===== config.mk =====
export PLATFORM = sky130hd
export DESIGN_NAME = serial_reduce_sum
export DESIGN_NICKNAME = d
export VERILOG_FILES = /design/src/rtl/serial_reduce_sum.sv
export SDC_FILE = /design/constraint.sdc
export NUM_CORES = 1
export LEC_CHECK = 0
export CAP_MARGIN = 30
export CORE_MARGIN = 4
export CORE_UTILIZATION = 36
export DETAILED_ROUTE_END_ITERATION = 8
export GPL_ROUTABILITY_DRIVEN = 1
export PLACE_DENSITY = 0.6
export SETUP_SLACK_MARGIN = 0.2
export SLEW_MARGIN = 10
export SYNTH_ARGS = -nofsm -noshare
export SYNTH_HDL_FRONTEND = slang
export SYNTH_SLANG_ARGS = --single-unit

===== constraint.sdc =====
create_clock -name clk -period 1.45 [get_ports clk]
set_input_delay 0.29 -clock clk [delete_from_list [all_inputs] [get_ports clk]]
set_output_delay 0.29 -clock clk [all_outputs]
set_load 0.02 [all_outputs]

===== src/rtl/serial_reduce_sum.sv =====
// Sequential popcount accumulator: s = a + popcount(b), consuming LANES bits of b per clock.
// Valid/ready on both sides; wrap or saturate on overflow with a sticky overflow flag.
module serial_reduce_sum #(
  parameter int A_SIZE   = 8,
  parameter int B_SIZE   = 8,
  parameter int LANES    = 2,
  parameter bit SATURATE = 1'b0
) (
  input  logic              clk,
  input  logic              rst_n,
  input  logic              in_valid,
  output logic              in_ready,
  input  logic [A_SIZE-1:0] a,
  input  logic [B_SIZE-1:0] b,
  output logic              out_valid,
  input  logic              out_ready,
  output logic [A_SIZE-1:0] s,
  output logic              ovf,
  output logic              busy
);

  localparam int BEATS = B_SIZE / LANES;
  localparam int PC_W  = $clog2(LANES + 1);
  localparam int CNT_W = (BEATS > 1) ? $clog2(BEATS) : 1;
  localparam logic [CNT_W-1:0] LAST_BEAT = CNT_W'(BEATS - 1);

  generate
    if ((LANES < 1) || (B_SIZE % LANES != 0)) begin : g_bad_lanes
      $error("serial_reduce_sum: B_SIZE must be a positive multiple of LANES");
    end
  endgenerate

  typedef enum logic [1:0] {
    IDLE = 2'd0,
    RUN  = 2'd1,
    DONE = 2'd2
  } state_t;

  state_t state_reg, state_next;

  logic [A_SIZE-1:0] acc_reg, acc_next;
  logic [B_SIZE-1:0] shreg_reg, shreg_next;
  logic [CNT_W-1:0]  cnt_reg, cnt_next;
  logic              ovf_int_reg, ovf_int_next;
  logic [A_SIZE-1:0] s_reg, s_next;
  logic              ovf_reg, ovf_next;

  logic [PC_W-1:0]   lane_pop;
  logic [A_SIZE:0]   sum_wide;
  logic              carry;
  logic [A_SIZE-1:0] acc_step;
  logic              last_beat;

  // Popcount of the lanes currently at the bottom of the shift register
  always_comb begin
    lane_pop = '0;
    for (int i = 0; i < LANES; i++) begin
      lane_pop = lane_pop + PC_W'(shreg_reg[i]);
    end
  end

  assign sum_wide  = {1'b0, acc_reg} + (A_SIZE + 1)'(lane_pop);
  assign carry     = sum_wide[A_SIZE];
  assign last_beat = (cnt_reg == LAST_BEAT);

  // Once saturated, the accumulator is pinned at all-ones for the rest of the op
  always_comb begin
    acc_step = sum_wide[A_SIZE-1:0];
    if (SATURATE && (carry || ovf_int_reg)) begin
      acc_step = '1;
    end
  end

  // State register
  always_ff @(posedge clk or negedge rst_n) begin
    if (!rst_n) begin
      state_reg <= IDLE;
    end else begin
      state_reg <= state_next;
    end
  end

  // Next-state logic
  always_comb begin
    state_next = state_reg;
    case (state_reg)
      IDLE: begin
        if (in_valid) begin
          state_next = RUN;
        end
      end
      RUN: begin
        if (last_beat) begin
          state_next = DONE;
        end
      end
      DONE: begin
        if (out_ready) begin
          state_next = IDLE;
        end
      end
      default: state_next = IDLE;
    endcase
  end

  // Output logic
  always_comb begin
    in_ready  = (state_reg == IDLE);
    out_valid = (state_reg == DONE);
    busy      = (state_reg != IDLE);
  end

  assign s   = s_reg;
  assign ovf = ovf_reg;

  // Datapath next values; result registers move only on the final RUN beat
  always_comb begin
    acc_next     = acc_reg;
    shreg_next   = shreg_reg;
    cnt_next     = cnt_reg;
    ovf_int_next = ovf_int_reg;
    s_next       = s_reg;
    ovf_next     = ovf_reg;
    case (state_reg)
      IDLE: begin
        if (in_valid) begin
          acc_next     = a;
          shreg_next   = b;
          cnt_next     = '0;
          ovf_int_next = 1'b0;
        end
      end
      RUN: begin
        acc_next     = acc_step;
        ovf_int_next = ovf_int_reg | carry;
        shreg_next   = shreg_reg >> LANES;
        cnt_next     = cnt_reg + CNT_W'(1);
        if (last_beat) begin
          s_next   = acc_step;
          ovf_next = ovf_int_reg | carry;
        end
      end
      default: begin
      end
    endcase
  end

  always_ff @(posedge clk or negedge rst_n) begin
    if (!rst_n) begin
      acc_reg     <= '0;
      shreg_reg   <= '0;
      cnt_reg     <= '0;
      ovf_int_reg <= 1'b0;
      s_reg       <= '0;
      ovf_reg     <= 1'b0;
    end else begin
      acc_reg     <= acc_next;
      shreg_reg   <= shreg_next;
      cnt_reg     <= cnt_next;
      ovf_int_reg <= ovf_int_next;
      s_reg       <= s_next;
      ovf_reg     <= ovf_next;
    end
  end

endmodule


==> results.tsv <==
stage	metric	value	unit
layout	post-route cell area	0.00245	sq mm
synthesis	most area-hungry cell type in the Yosys netlist	dfrtp_1	
clocking	Reg clk slew, reported paths	0.07	ns
grt	GRT Total Usage	16.8	%
grt	vias in the first global route	1450	
routing	Initial DRC Count	67	
outcome	failing checks	setup timing	
pwr	Peak VDD IR	1.14	mV
routing	wire per inst	15.7	um
sta	WHS	0.357	ns
sta	setup TNS	-0.218	ns
floorplanning	Core ar.	0.00414	sq mm
synthesis	Mapped Nets	197	
synthesis	prevailing post-synth register cell	dfrtp_1	
routing	post-detailed-route count of antenna-violating nets	0	
critical_path	max incr delay on CP	0.42	ns
critical_path	critical path fanouts, max	6	
critical_path	Worst Reg-to-Reg Cells	5	
sta	clock skew	0.00740	ns
synthesis	cell count after synthesis	174	
flow_run	maxcap violations	0	
floorplanning	number of top-level pins	32	
clocking	clk sink count	30	
pwr	Pwr Density	2130	mW/mm^2
critical_path	Req. time, crit path	1.67	ns
layout	area growth from synthesis to layout	54.2	%
placement	Placer Congestion	0.881	
critical_path	CP arrival	1.72	ns
sta	minimum clock period	1.50	ns
sta	final setup margin	-0.0501	ns
clocking	Skew-Pair Late Insertion Delay	0.29	ns
grt	pin count of the biggest net entering global routing	31	
routing	detailed-route via count	1505	
routing	# DRC	0	
grt	first-pass GRT wire length	6.86	mm
clocking	total CTS buffers	5	
sta	final setup fails	8	
synthesis	sequential-to-total area share from yosys stat	47.2	%
clocking	hold_buf cts	0	
floorplanning	DIE HEIGHT	74.5	um
synthesis	Synth async-reset ratio	100	%
clocking	H-Tree Depth	2	
layout	final core utilization	59.2	%
routing	DR vias/cell	5.30	
placement	port bufs	31	
grt	GRT overflow	0	
outcome	status	complete, but fails checks	
clocking	CTS tree	done	
layout	non-filler cells, final	284	
pwr	leakage	1.10	nW
synthesis	most common cell in the netlist	dfrtp_1	
routing	first-pass detailed-route iteration total	4	
synthesis	Yosys reg bits	30	
synthesis	dominant cells by area after synthesis	dfrtp_1 (47%), o21ai_0 (6.6%), nand2_1 (5.4%)	
critical_path	Worst Setup Start Kind	flip-flop	
floorplanning	row count	23	
synthesis	mean post-synth cell area	9.15	sq um
synthesis	distinct cell type count after synthesis	34	
layout	nets	256	
routing	Post-Route WL	4.46	mm
sta	RSZ-0062 raised after global routing	true	
floorplanning	Initial Util	38.4	%
placement	DP HPWL	2.86	mm
floorplanning	die width	74.5	um
synthesis	YS warnings	0	
placement	dpl cells	264	
grt	initial antenna violation count	0	
sta	Final Max Tran Viols	0	
sta	final hold vios	0	
synthesis	Post-synth EDFFs	0	
critical_path	Setup crit end kind	flip-flop	
layout	layout cells sized above 1	34.6	%
synthesis	Mapped Area	0.00159	sq mm
synthesis	Synth top area share	47.2	%
sta	Fmax	667	MHz
critical_path	Setup CP Type	flip-flop to flip-flop	
clocking	clk buf depth	2	
floorplanning	Die ar.	0.00555	sq mm
sta	final period utilization	103	%
sta	Worst-Margin Slew	0.326	ns
synthesis	Synth top cells by count	dfrtp_1 (30), nand2_1 (23), o21ai_0 (21), a21oi_1 (15)	
critical_path	slowest cell on the critical path	or4_4	
critical_path	CP cell instances	fa_2 -> ha_4 -> inv_4 -> or4_4 -> nand3_2	
worst_hold_path	class of the worst hold path	primary input to async pin	
layout	ANT cells	0	
clocking	clock root cell	clkbuf_8	
sta	worst rel slew slack	78.1	%
placement	placed cell area	0.00213	sq mm
## final cells by class
class	instances	area (sq um)
multi-input combinational	124	886
fill	365	1690
clock inverter	2	12.5
clock buffer	6	82.6
sequential	30	752
tap	50	62.6
timing repair buffer	63	623
inverter	9	36.3
## repair_timing
item | in CTS | in global routing
gates resized for setup | 60 | 24
cloned | 1 | 1
buffers inserted | 3 | 7
pin swaps | 10 | 11
endpoints found under the setup margin | 39 | 37
## routing by layer
metal,up-vias,global-route usage (%),wire (um)
met1,729,21.6,1890
met5,-,0,0
met4,0,7.51,81
li1,729,-,-
met3,6,4.86,248
met2,41,26.1,2240
## layout by cell type, fill, tap and decap left out, types with 2 or more instances in the layout
master,n
a31oi_1,4
dfrtp_1,29
or3_1,3
nand2_2,2
buf_6,12
clkbuf_8,6
xnor2_2,2
nand3_2,3
nand2b_4,2
o211a_1,2
and3b_1,8
o21ai_0,14
clkbuf_2,3
nand2_1,21
clkdlybuf4s50_1,19
nor4_1,2
inv_2,2
buf_2,2
nor2b_1,3
inv_1,6
clkdlybuf4s15_2,4
a21oi_1,11
buf_4,19
o211ai_1,3
nand2b_1,2
nor2_1,6
buf_12,3
or3_4,3
o21ai_1,7
a21oi_2,4
nand3_1,3
nand3b_1,2
## path summary, 6_finish.rpt
| check | from | to | slack, ns |
|---|---|---|---|
| min in group clk | s[1] | s[1] | 0.48 |
| worst min register to register | s[1] | s[1] | 0.48 |
| max in group asynchronous | rst_n | state_reg[0] | 0.92 |
| worst min-delay path | rst_n | ovf_int_reg | 0.36 |
| worst max register to register | shreg_reg[0] | acc_reg[6] | -0.05 |
| worst max-delay path | shreg_reg[0] | acc_reg[6] | -0.05 |
## power by group
| group | switching, W | internal (W) | leakage (nW) |
|---|---|---|---|
| clock network | 0.000331 | 0.000381 | 0.0472 |
| logic | 0.00143 | 0.00154 | 0.682 |
| registers | 0.000341 | 0.00120 | 0.373 |
## worst max-delay path, delay by kind of cell, from the launching register on
family        cells  cell delay [ns]
flops             1             0.39
fa+ha+maj         2             0.49
simple gates      2             0.50
buf+inv           1             0.06
## through the flow
step	worst slack (ns)	total power, W
final	-0.0501	0.00522
after global routing	-0.112	0.00560
after CTS	-0.0589	0.00482
after detailed placement	-0.116	0.00391
after floorplan	0.0391	0.00290
after global placement	-0.0660	0.00385
## kinds of logic after synthesis
group           synth area share [%]
flops                           47.2
xor+xnor                        1.65
buf+inv                         5.42
simple gates                    23.8
fa+ha+maj                       2.83
compound gates                  18.5
mux                            0.629
(Power assumes the default switching activity.)
